===== config.mk =====
export PLATFORM = sky130hd
export DESIGN_NAME = mem_stream_ctrl
export DESIGN_NICKNAME = d
export VERILOG_FILES = /design/src/rtl/mem_ctrl_pkg.sv /design/src/rtl/mem_stream_ctrl.sv
export SDC_FILE = /design/constraint.sdc
export NUM_CORES = 1
export LEC_CHECK = 0
export ABC_CLOCK_PERIOD_IN_PS = 9800
export CAP_MARGIN = 10
export CORE_AREA = 5 5 160 162
export CTS_CLUSTER_DIAMETER = 100
export DETAILED_ROUTE_END_ITERATION = 8
export DIE_AREA = 0 0 165 167
export PLACE_DENSITY = 0.8
export SLEW_MARGIN = 20
export SYNTH_ARGS = -nofsm -noshare
export SYNTH_HDL_FRONTEND = slang
export SYNTH_SLANG_ARGS = --single-unit

===== constraint.sdc =====
create_clock -name clk -period 9.8 [get_ports clk]
set_clock_uncertainty 0.2 [all_clocks]
set_input_delay 0.98 -clock clk [delete_from_list [all_inputs] [get_ports clk]]
set_output_delay 0.98 -clock clk [all_outputs]
set_load 0.02 [all_outputs]

===== src/rtl/mem_ctrl_pkg.sv =====
// Package: mem_ctrl_pkg
// Shared constants and types for the main_mem streaming controller.
//   AM_EN / AM_IDLE : main_mem access-mode encodings (00 = access, 11 = idle)
//   state_t         : controller FSM states
//   *_W_DEF         : default widths matching main_mem (64-bit words, 32 deep)
package mem_ctrl_pkg;

    localparam int DATA_W_DEF = 64;
    localparam int ADDR_W_DEF = 5;
    localparam int CNT_W_DEF  = 6;

    localparam logic [1:0] AM_EN   = 2'b00;
    localparam logic [1:0] AM_IDLE = 2'b11;

    typedef enum logic [2:0] {
        ST_IDLE,
        ST_RD,
        ST_RDW,
        ST_OPS,
        ST_RES,
        ST_WR,
        ST_FIN
    } state_t;

endpackage


===== src/rtl/mem_stream_ctrl.sv =====
// Module: mem_stream_ctrl
// Streams COUNT operand pairs from main_mem to the compute unit and writes
// each result back to main_mem.
//   Pair i is read from src_base+2i / src_base+2i+1 and its result is
//   written to dst_base+i. Addresses wrap modulo 2**ADDR_W.
// Ports:
//   clk, rst                  clock, asynchronous active-high reset
//   start, src_base, dst_base,
//   count                     job request (sampled only while idle)
//   busy, done                job status; done is a one-cycle pulse
//   R_am, R_addr              main_mem read port (R_am=00 reads)
//   W_am, W_addr, mem_wdata   main_mem write port (W_am=00 writes)
//   mem_rd1, mem_rd2          main_mem read data (R_addr, R_addr+1)
//   op_valid/op_ready, op_a/op_b      operand pair to compute unit
//   res_valid/res_ready, res_data     result from compute unit
// All outputs are registered.
module mem_stream_ctrl
    import mem_ctrl_pkg::*;
#(
    parameter int DATA_W = DATA_W_DEF,
    parameter int ADDR_W = ADDR_W_DEF,
    parameter int CNT_W  = CNT_W_DEF
) (
    input  logic              clk,
    input  logic              rst,
    input  logic              start,
    input  logic [ADDR_W-1:0] src_base,
    input  logic [ADDR_W-1:0] dst_base,
    input  logic [CNT_W-1:0]  count,
    output logic              busy,
    output logic              done,
    output logic [1:0]        R_am,
    output logic [ADDR_W-1:0] R_addr,
    output logic [1:0]        W_am,
    output logic [ADDR_W-1:0] W_addr,
    output logic [DATA_W-1:0] mem_wdata,
    input  logic [DATA_W-1:0] mem_rd1,
    input  logic [DATA_W-1:0] mem_rd2,
    output logic              op_valid,
    input  logic              op_ready,
    output logic [DATA_W-1:0] op_a,
    output logic [DATA_W-1:0] op_b,
    input  logic              res_valid,
    output logic              res_ready,
    input  logic [DATA_W-1:0] res_data
);

    state_t            state;
    logic [ADDR_W-1:0] rd_ptr;
    logic [ADDR_W-1:0] wr_ptr;
    logic [CNT_W-1:0]  remaining;

    // Next read address for the following pair; wraps silently.
    logic [ADDR_W-1:0] rd_ptr_next;
    assign rd_ptr_next = rd_ptr + ADDR_W'(2);

    // NOTE: non-blocking assignments throughout so every register updates
    // from pre-edge values, independent of statement order.
    always_ff @(posedge clk or posedge rst) begin
        if (rst) begin
            state     <= ST_IDLE;
            busy      <= 1'b0;
            done      <= 1'b0;
            R_am      <= AM_IDLE;
            R_addr    <= '0;
            W_am      <= AM_IDLE;
            W_addr    <= '0;
            mem_wdata <= '0;
            op_valid  <= 1'b0;
            op_a      <= '0;
            op_b      <= '0;
            res_ready <= 1'b0;
            rd_ptr    <= '0;
            wr_ptr    <= '0;
            remaining <= '0;
        end else begin
            case (state)
                ST_IDLE: begin
                    if (start) begin
                        busy <= 1'b1;
                        if (count != '0) begin
                            rd_ptr    <= src_base;
                            wr_ptr    <= dst_base;
                            remaining <= count;
                            // Read enable is issued together with the
                            // transition so it is visible during RD.
                            R_am      <= AM_EN;
                            R_addr    <= src_base;
                            state     <= ST_RD;
                        end else begin
                            // Empty job: straight to completion, no access.
                            done  <= 1'b1;
                            state <= ST_FIN;
                        end
                    end
                end

                ST_RD: begin
                    R_am  <= AM_IDLE;
                    state <= ST_RDW;
                end

                ST_RDW: begin
                    // main_mem data for the read issued in RD is valid now.
                    op_a     <= mem_rd1;
                    op_b     <= mem_rd2;
                    op_valid <= 1'b1;
                    state    <= ST_OPS;
                end

                ST_OPS: begin
                    if (op_ready) begin
                        op_valid  <= 1'b0;
                        res_ready <= 1'b1;
                        state     <= ST_RES;
                    end
                end

                ST_RES: begin
                    if (res_valid) begin
                        mem_wdata <= res_data;
                        res_ready <= 1'b0;
                        W_am      <= AM_EN;
                        W_addr    <= wr_ptr;
                        state     <= ST_WR;
                    end
                end

                ST_WR: begin
                    // The write lands on the edge leaving WR, before the
                    // next pair's read is sampled by main_mem.
                    W_am      <= AM_IDLE;
                    rd_ptr    <= rd_ptr_next;
                    wr_ptr    <= wr_ptr + ADDR_W'(1);
                    remaining <= remaining - CNT_W'(1);
                    if (remaining == CNT_W'(1)) begin
                        done  <= 1'b1;
                        state <= ST_FIN;
                    end else begin
                        R_am   <= AM_EN;
                        R_addr <= rd_ptr_next;
                        state  <= ST_RD;
                    end
                end

                ST_FIN: begin
                    done  <= 1'b0;
                    busy  <= 1'b0;
                    state <= ST_IDLE;
                end

                default: state <= ST_IDLE;
            endcase
        end
    end

endmodule


# [Word-level counts from Yosys, hierarchy flattened]
# Cells that the tools add are included.
[classes] muxes=34 n_bitwise=0 n_mul=0 reduce_logical=19 eq_ne=14 n_addsub=3 order_cmp=0 div_mod_pow=0 shift=0
[ops] cell="5-bit case mux with 2 select lines" count=3
[ops] cell="5-bit two-way mux" count=5
[ops] cell="3-bit case mux with 6 select lines" count=1
[ops] cell="3-bit two-way mux" count=5
[ops] cell="2-bit inequality test, second input constant" count=7
[ops] cell="6-bit two-way mux" count=2
[ops] cell="6-bit case mux with 2 select lines" count=1
[ops] cell="4-bit AND reduction" count=3
[ops] cell="2-bit nonzero test" count=5
[ops] cell="3-bit == test, second input constant" count=3
[ops] cell="3-bit AND reduction" count=3
[ops] cell="2-bit two-way mux" count=4
[ops] cell="2-bit AND reduction" count=4
[ops] cell="1-bit two-way mux" count=7
[ops] cell="3-bit by 2-bit == test with 1-bit output, second input constant" count=2
[ops] cell="6-bit by 1-bit == test with 1-bit output, second input constant" count=1
[ops] cell="1-bit case mux with 2 select lines" count=3
[ops] cell="2-bit case mux with 3 select lines" count=1
[ops] cell="3-bit nonzero test" count=2
[ops] cell="6-bit nonzero test" count=1
[ops] cell="6-bit by 1-bit subtractor with 6-bit output, second input constant" count=1
[ops] cell="5-bit by 1-bit adder with 5-bit output, second input constant" count=1
[ops] cell="5-bit by 2-bit adder with 5-bit output, second input constant" count=1
[ops] cell="2-bit case mux with 2 select lines" count=1
[ops] cell="other kinds (3)" count=3
[totals] regBits=229 latchBits=0 mem_count=0 romBits=0 out_inout_bits=210 mem_bits_rw=0

# [Logic depth before layout (Yosys ltp)]
# Gate-level depths: netlist of the first run.
[depth] word_depth=4 depth_mapped=7

# [Worst setup path after synthesis of the first run]
# OpenSTA, ideal clock, no wires.
[synth_path] path_kind="input-to-reg" startpoint="input count[4]" endpoint="register R_addr[0]" cell_stages=5 required_time_ns=9.475 arrival_time_ns=2.376 setup_slack_ns=7.099 path_buffers=1 setup_ns=0.125 cell_sequence="or4_4 > o31a_1 > buf_6 > nor2_8 > mux2_4"
[synth_via] elab_chain_cells=3
[synth_rtl] item="from (decl)" line="mem_stream_ctrl.sv:29" text="input logic [CNT_W-1:0] count,"
[synth_rtl] item="6-bit nonzero test" line="mem_stream_ctrl.sv:81" text="if (count != '0) begin"
[synth_rtl] item="2-bit inequality test (no line)"
[synth_rtl] item="4-bit AND reduction (no line)"
[synth_rtl] item="to (signal assigned)" line="mem_stream_ctrl.sv:88" text="R_addr <= src_base;"
[synth_rtl] item="to (signal assigned)" line="mem_stream_ctrl.sv:141" text="R_addr <= rd_ptr_next;"
[synth_rtl] item="to (decl)" line="mem_stream_ctrl.sv:33" text="output logic [ADDR_W-1:0] R_addr,"
# No other way between the ends.
# A chain may end at the register's enable or synchronous reset.

# [Worst setup path in the final report of the first run]
[layout_path] startpoint="register R_am[0]" endpoint="output R_am[0]"
[layout_rtl] item="from (decl)" line="mem_stream_ctrl.sv:32" text="output logic [1:0] R_am,"
[layout_rtl] item="from (signal assigned)" line="mem_stream_ctrl.sv:64" text="R_am <= AM_IDLE;"
[layout_rtl] item="from (signal assigned)" line="mem_stream_ctrl.sv:87" text="R_am <= AM_EN;"
[layout_rtl] item="from (signal assigned)" line="mem_stream_ctrl.sv:99" text="R_am <= AM_IDLE;"
# No word-level cell between the ends.

==> flow_summary.toml, run 1 <==
[status]
status = "finished clean"

[cts]
ctsResizeCount = 0
cts_tree = "built"
cts_num_sinks = 227
clk_pin_slew_ps = 60
postCtsSetupBuffers = 0
insertion_delay_ps = 510
cts.htree.levels = 1
clock_path_buffers = 3
cts-root-buf = "clkbuf_16"
cts_hold_buf = 0
numCtsBuffers = 25

[floorplanning]
start_util_pct = 37.24
core_mm2 = 0.02396
fp.dieW_um = 165
dieArea_mm2 = 0.02756
ios = 423
die_h_um = 167
rows = 57

[routing]
ant_nets = 0
wl_per_cell_um = 19.67
vias = 6526
drc = 0
via_per_inst = 4.813
initialDrtViolationCount = 269
dr.pass1.iters = 4
wl_um = 26680

[sta]
period_share_pct = 29.54
fin_setup_tns_ps = 0
final_max_slew_viol_count = 0
tightest_slew_ps = 924.7
finalCriticalPeriod_ps = 2895
finalHoldViolations = 0
whs_ps = 275.4
max_freq_mhz = 345.4
max-slew-margin-rel_pct = 38.35
rsz0062_at_grt = "no"
finalSetupViolCount = 0
final.setup.worst_slack_ps = 6905

[worst_setup_path]
worstPathRequired_ps = 8620
slowest_stage = "clkdlybuf4s50_1"
max_stage_delay_ps = 630
cp-start-kind = "flip-flop"
crit_type = "reg2out"
path_buf_inv = 1
critical-path-top-delay-family = "buffers and inverters"
r2r-start = "state[2]"
crit_path_end_kind = "output port"
worstPathMaxFanout = 5
cp_cell_sequence = "clkdlybuf4s50_1"
critPathLaunch = "R_am[0]"
crit_arrival_ps = 1720

[final_layout]
areaGrowthSynthToFinish_pct = 60.21
antenna_cells = 0
final_layout_size_suffix_gt1_share_pct = 23.84
final_common_cell = "clkdlybuf4s50_1"
final_util_pct = 59.66
mostFrequentLayoutCells = "clkdlybuf4s50_1 (422), dfrtp_1 (225), mux2_2 (187)"
nNetsFinal = 1231
fin_area_mm2 = 0.01430

[synth]
ys_dominant_reg_cell = "dfrtp_1"
async_reset_ff_share_pct = 100.0
postSynthAreaPerCell_um2 = 15.07
syn_inst = 592
yosysWarningCount = 0
netlist_area_mm2 = 0.008924
ys_types = 41
synth-seq-cells = 227
synth_edf_count = 0
synth_nets = 809
seq_area_frac_synth_pct = 63.68

[power_and_ir_drop]
ir_drop_mv = 0.1968
cellPowerDensity_mw_per_mm2 = 361.4
leakagePower_uw = 0.005957

[min_path]
min_from = "rd_ptr[0]"
min_path_type = "reg2reg"

[placed_design]
hpwl_um = 19940
dp_slack_ps = 6447
portBuffers = 422
gp_congestion = 0.7820
post_dp_cell_area_mm2 = 0.01344

[global_route]
antenna_found_initial = 0
grt_pass1_wl_um = 40600
grt_max_degree = 86
grt_pass1_vias = 7117
grt_usage_pct = 18.68
gr-total-overflow = 0

[run]
max-cap-violations = 0
[layout make-up]
type | count | area (um^2)
well taps | 324 | 405.4
repair buffers | 428 | 4269
inverters | 8 | 37.54
flip-flops and latches | 227 | 5683
fillers | 1895 | 9667
clock buffers | 39 | 748.2
multi-input cells | 324 | 3044
clock inverters | 6 | 108.9
[cell usage after synthesis (4+ instances only)]
cell type / instances / area, um^2
nand3_1: 15 / 75.07
a21oi_1: 5 / 25.02
mux2_4: 5 / 75.07
o211ai_1: 11 / 82.58
inv_1: 8 / 30.03
mux2_2: 187 / 2106
o21ai_0: 13 / 65.06
mux2_1: 11 / 123.9
nor3_1: 4 / 20.02
dfrtp_1: 225 / 5630
nand2_1: 35 / 131.4
buf_2: 24 / 120.1
nor2_1: 9 / 33.78
ha_1: 4 / 50.05
clkbuf_1: 5 / 18.77
[final timing paths]
check	end	slack [ps]	depth (start not counted)
min in group asynchronous	remaining[1]	770	2
setup reg to reg	R_addr[1]	7250	4
setup / recovery	R_am[0]	6900	1
max in group asynchronous	op_a[8]	7270	3
hold / removal	rd_ptr[0]	280	2
hold reg to reg	rd_ptr[0]	280	2
[metrics by stage]
| step | instances | total power (uW) |
|---|---|---|
| after floorplan | 592 | 3039 |
| after global routing | 1356 | 5460 |
| final | 1356 | 5166 |
| after global placement | 1311 | 4174 |
| after detailed placement | 1311 | 4239 |
| after CTS | 1356 | 5240 |
[flip-flops by register name (all words and copies together) (netlist names)]
register and count:
op_b 64, mem_wdata 64, busy 1, W_am 1
W_addr 5, op_valid 1, R_addr 5, wr_ptr 5
done 1, res_ready 1, rd_ptr 5, state 3
op_a 64, remaining 6, R_am 1
[layer usage]
| layer | track usage, % | vias to the layer above | wire, um |
|---|---|---|---|
| met4 | 4.665 | 0 | 569 |
| li1 | - | 2945 | - |
| met3 | 7.687 | 46 | 3064 |
| met5 | 0 | - | 0 |
| met2 | 32.92 | 329 | 13430 |
| met1 | 20.81 | 3206 | 9615 |
[report_power, final]
group	internal [uW]	total (uW)	switching, uW
clock network	601	970	369
logic	1330	2500	1160
registers	1410	1700	289
[worst register-to-register path, cell delays in order, from the launching register on]
cell and delay, ps:
dfrtp_1 580, nor4b_4 670, o31a_1 560, nor2_8 110
mux2_4 310
[logic make-up after synthesis]
kind of cell | share of synthesized area (%)
DFF | 63.68
muxes | 25.83
and+or+nand+nor | 3.996
AOI/OAI and AO/OA | 3.421
buffers and inverters | 2.314
adders and majority gates | 0.5609
xor gates and xnor gates | 0.1963
No activity file was read; power rests on OpenSTA's default activity.
==> inputs of run 2 (changes only) <==
ABC_CLOCK_PERIOD_IN_PS = 2550   (was 9800)
CORE_AREA = unset   (was 5 5 160 162)
CORE_MARGIN = 5   (was unset)
CORE_UTILIZATION = 37   (was unset)
DIE_AREA = unset   (was 0 0 165 167)
PLACE_DENSITY = 0.83   (was 0.8)
clock period = 2.55 ns   (was 9.8 ns; I/O delays follow)
==> flow_summary.toml, run 2 (synthesis results as in run 1) <==
[final_layout]
areaGrowthSynthToFinish_pct = 62.84
mostFrequentLayoutCells = "clkdlybuf4s50_1 (422), dfrtp_1 (225), mux2_2 (187)"
nNetsFinal = 1247
final_common_cell = "clkdlybuf4s50_1"
antenna_cells = 0
final_layout_size_suffix_gt1_share_pct = 25.14
fin_area_mm2 = 0.01453
final_util_pct = 61.54
reg_top3 = "mem_wdata: 64 flops, op_a: 64 flops, op_b: 64 flops"

[cts]
numCtsBuffers = 25
insertion_delay_ps = 510
clk_pin_slew_ps = 60
cts_tree = "built"
ctsResizeCount = 0
clock_path_buffers = 3
cts.htree.levels = 1
postCtsSetupBuffers = 0
cts_num_sinks = 227
cts-root-buf = "clkbuf_16"

[routing]
via_per_inst = 4.809
ant_nets = 0
wl_um = 27080
initialDrtViolationCount = 225
dr.pass1.iters = 4
drc = 0
vias = 6564
wl_per_cell_um = 19.84

[sta]
max-slew-margin-rel_pct = 61.11
max_freq_mhz = 453.6
finalHoldViolations = 0
fin_setup_tns_ps = 0
finalSetupViolCount = 0
rsz0062_at_grt = "no"
finalCriticalPeriod_ps = 2205
period_share_pct = 86.46
tightest_slew_ps = 583.3
final_max_slew_viol_count = 0
final.setup.worst_slack_ps = 345.3

[floorplanning]
rows = 56
fp.dieW_um = 165.3
ios = 423
core_mm2 = 0.02361
start_util_pct = 37.79
dieArea_mm2 = 0.02732
die_h_um = 165.3

[min_path]
min_path_type = "in2reg"
min_from = "dst_base[2]"

[worst_setup_path]
critPathMostFrequentCell = "buf_12"
crit_arrival_ps = 2390
critPathLaunch = "state[1]"
critical-path-top-delay-family = "buffers and inverters"
r2r-start = "state[1]"
worstPathMaxFanout = 22
cp-start-kind = "flip-flop"
crit_type = "reg2reg"
worstPathRequired_ps = 2730
r2r_slack_ps = 350
crit_path_end_kind = "flip-flop"
slowest_stage = "dfrtp_1"
cp_cell_sequence = "inv_1 -> nor3_2 -> buf_12 -> buf_12 -> mux2_2"
path_buf_inv = 3
max_stage_delay_ps = 510

[placed_design]
hpwl_um = 20430
portBuffers = 422
gp_congestion = 0.7842
dp_slack_ps = 132.7
post_dp_cell_area_mm2 = 0.01368

[global_route]
grt_pass1_wl_um = 40140
grt_usage_pct = 18.83
grt_pass1_vias = 7063
antenna_found_initial = 0
gr-total-overflow = 0
grt_max_degree = 92

[power_and_ir_drop]
cellPowerDensity_mw_per_mm2 = 1384
ir_drop_mv = 0.9712
leakagePower_uw = 0.006056
total_power_uw = 20110

[status]
status = "finished clean"

[run]
max-cap-violations = 0
==> run 2: worst register-to-register path: cells and delay by family, from the launching register on <==
kind	cells	cell delay, ps
multiplexers	1	360
AND/OR/NAND/NOR	1	350
flip-flops	1	510
buffers and inverters	3	660
==> run 2: where the power goes <==
group | internal (uW) | total (uW) | switching, uW
clock network | 2240 | 3680 | 1440
registers | 5430 | 6540 | 1110
logic | 5350 | 9900 | 4550
total | 13000 | 20100 | 7090
==> run 2: cell type report <==
cell class                      count  area, um^2
Clock buffer                       33       705.7
Fill cell                        1782        9081
Sequential cell                   227        5683
Multi-Input combinational cell    324        3044
Clock inverter                     10       136.4
Tap cell                          319       399.1
Inverter                            8       33.78
Timing Repair Buffer              444        4529
==> run 2: final timing paths <==
| path | endpoint | cells past startpoint |
|---|---|---|
| setup reg to reg | op_b[30] | 5 |
| hold / removal | wr_ptr[2] | 3 |
| min in group asynchronous | op_b[24] | 4 |
| setup / recovery | op_b[30] | 5 |
| hold reg to reg | op_valid | 1 |
| max in group asynchronous | op_b[23] | 5 |
==> run 2: metal layers <==
metal / vias to the layer above / GRT usage (%) / wire (um)
li1: 2980 / - / -
met1: 3213 / 21.20 / 9641
met2: 318 / 33.57 / 13810
met3: 53 / 6.379 / 2759
met4: 0 / 6.149 / 869
met5: - / 0 / 0
==> run 2: stage by stage <==
| step | instances | hold WS (ps) |
|---|---|---|
| global route | 1365 | 119.3 |
| detailed placement | 1321 | 264.9 |
| finish | 1365 | 128.2 |
| floorplan | 592 | 160.4 |
| global placement | 1321 | 262.4 |
| CTS | 1365 | 99.36 |
==> run 2: timing repair <==
action | in CTS | in global routing
endpoints found under the setup margin | 0 | 0
endpoints found under the hold margin | 26 | 0
hold buffers | 1 | 0
==> inputs of run 3 (changes only) <==
PLACE_DENSITY = 0.85   (was 0.83)
==> flow_summary.toml, run 3 (synthesis results as in run 1) <==
[status]
status = "finished clean"

[power_and_ir_drop]
total_power_uw = 19770
cellPowerDensity_mw_per_mm2 = 1371
leakagePower_uw = 0.006015
ir_drop_mv = 0.8578
p_sw_share_pct = 35.69
p_comb_share_pct = 49.3
power.internal_uw = 12710
power.switching_uw = 7055
clock_power_share_pct = 17.7
p_seq_share_pct = 33.1

[floorplanning]
die_h_um = 165.3
core_mm2 = 0.02361
rows = 56
dieArea_mm2 = 0.02732
ios = 423
fp.dieW_um = 165.3
start_util_pct = 37.79

[cts]
ctsResizeCount = 0
clock_path_buffers = 3
clk_pin_slew_ps = 60
insertion_delay_ps = 510
cts_hold_buf = 1
cts-root-buf = "clkbuf_16"
cts_tree = "built"
postCtsSetupBuffers = 0
cts.htree.levels = 1
cts_num_sinks = 227
numCtsBuffers = 25

[global_route]
gr-total-overflow = 0
grt_pass1_vias = 7308
grt_usage_pct = 18.77
antenna_found_initial = 1
grt_pass1_wl_um = 40280
grt_max_degree = 78

[worst_setup_path]
crit_arrival_ps = 2370
worstPathRequired_ps = 2740
crit_path_end_kind = "flip-flop"
crit_type = "reg2reg"
worstPathMaxFanout = 22
cp-start-kind = "flip-flop"

[sta]
max-slew-margin-rel_pct = 56.84
finalCriticalPeriod_ps = 2183
rsz0062_at_grt = "no"
tightest_slew_ps = 641.5
finalSetupViolCount = 0
period_share_pct = 85.61
finalHoldViolations = 0
max_freq_mhz = 458.1
final_max_slew_viol_count = 0

[routing]
vias = 6600
wl_um = 27310
dr.pass1.iters = 4
wl_per_cell_um = 20.02
via_per_inst = 4.839
drc = 0
ant_nets = 0
initialDrtViolationCount = 356

[placed_design]
hpwl_um = 20490
gp_congestion = 0.8158
portBuffers = 422

[final_layout]
nNetsFinal = 1242
reg_top3 = "mem_wdata: 64 flops, op_a: 64 flops, op_b: 64 flops"
areaGrowthSynthToFinish_pct = 61.53
mostFrequentLayoutCells = "clkdlybuf4s50_1 (422), dfrtp_1 (225), mux2_2 (187)"
nFillCells = 1766
multi_input_area_mm2 = 0.003044
final_layout_size_suffix_gt1_share_pct = 25.10
final_common_cell = "clkdlybuf4s50_1"
ff_latch_area_mm2 = 0.005683
final_util_pct = 61.04

[run]
max-cap-violations = 0

[min_path]
min_path_type = "in2reg"
[run 3: changes by cell type in the layout (fill, tap and decap cells not counted), sizes merged]
cell	change
buf	-5
bufinv	-2
clkbuf	-1
clkinv	+7
clkinvlp	-1
diode	+1
[run 3: metrics by stage]
| stage | area (um^2) | instances | hold slack [ps] | setup slack (ps) | setup TNS [ps] |
|---|---|---|---|---|---|
| global route | 14410 | 1364 | 119.8 | 220.8 | 0 |
| floorplan | 8927 | 592 | 160.4 | -869.4 | -195810 |
| finish | 14410 | 1364 | 145.3 | 367.1 | 0 |
| detailed placement | 13590 | 1316 | 269.0 | 110.1 | 0 |
| CTS | 14410 | 1363 | 117.3 | 354.7 | 0 |
| global placement | 13590 | 1316 | 259.9 | 146.5 | 0 |
[run 3: worst paths after layout]
path	slack, ps	depth (start not counted)	from	endpoint
setup / recovery	370	4	state[2]	mem_wdata[9]
hold / removal	150	2	mem_rd1[43]	op_a[43]
setup reg to reg	370	4	state[2]	mem_wdata[9]
hold reg to reg	280	1	op_valid	op_valid
max in group asynchronous	950	4	rst	mem_wdata[22]
min in group asynchronous	490	3	rst	op_b[49]
[run 3: power groups by stage]
stage | Clock [uW] | Combinational [uW] | Sequential, uW
floorplan | 0 | 3310 | 8370
CTS | 3590 | 9860 | 6550
global route | 3770 | 10300 | 6780
global placement | 0 | 9610 | 6450
finish | 3500 | 9740 | 6530
detailed placement | 0 | 9800 | 6580
[run 3: cell type report]
class                           count  share of cell area, %
Sequential cell                   227                  39.43
Timing Repair Buffer              439                  30.82
Multi-Input combinational cell    324                  21.12
Clock buffer                       32                  4.870
Tap cell                          319                  2.769
Clock inverter                     14                 0.7465
Inverter                            8                 0.2344
Antenna cell                        1                0.01736
[run 3: critical path: stages, from the launching register on]
cell     delay (ps)
dfrtp_1         680
nand2_1         170
nor3_2          250
buf_4           360
mux2_2          380
[run 3: metal layers]
| metal | part of all wire, % | GRT usage, % |
|---|---|---|
| met5 | 0 | 0 |
| met4 | 3.5 | 7.124 |
| met3 | 11 | 6.850 |
| met2 | 52 | 33.56 |
| met1 | 34 | 20.28 |
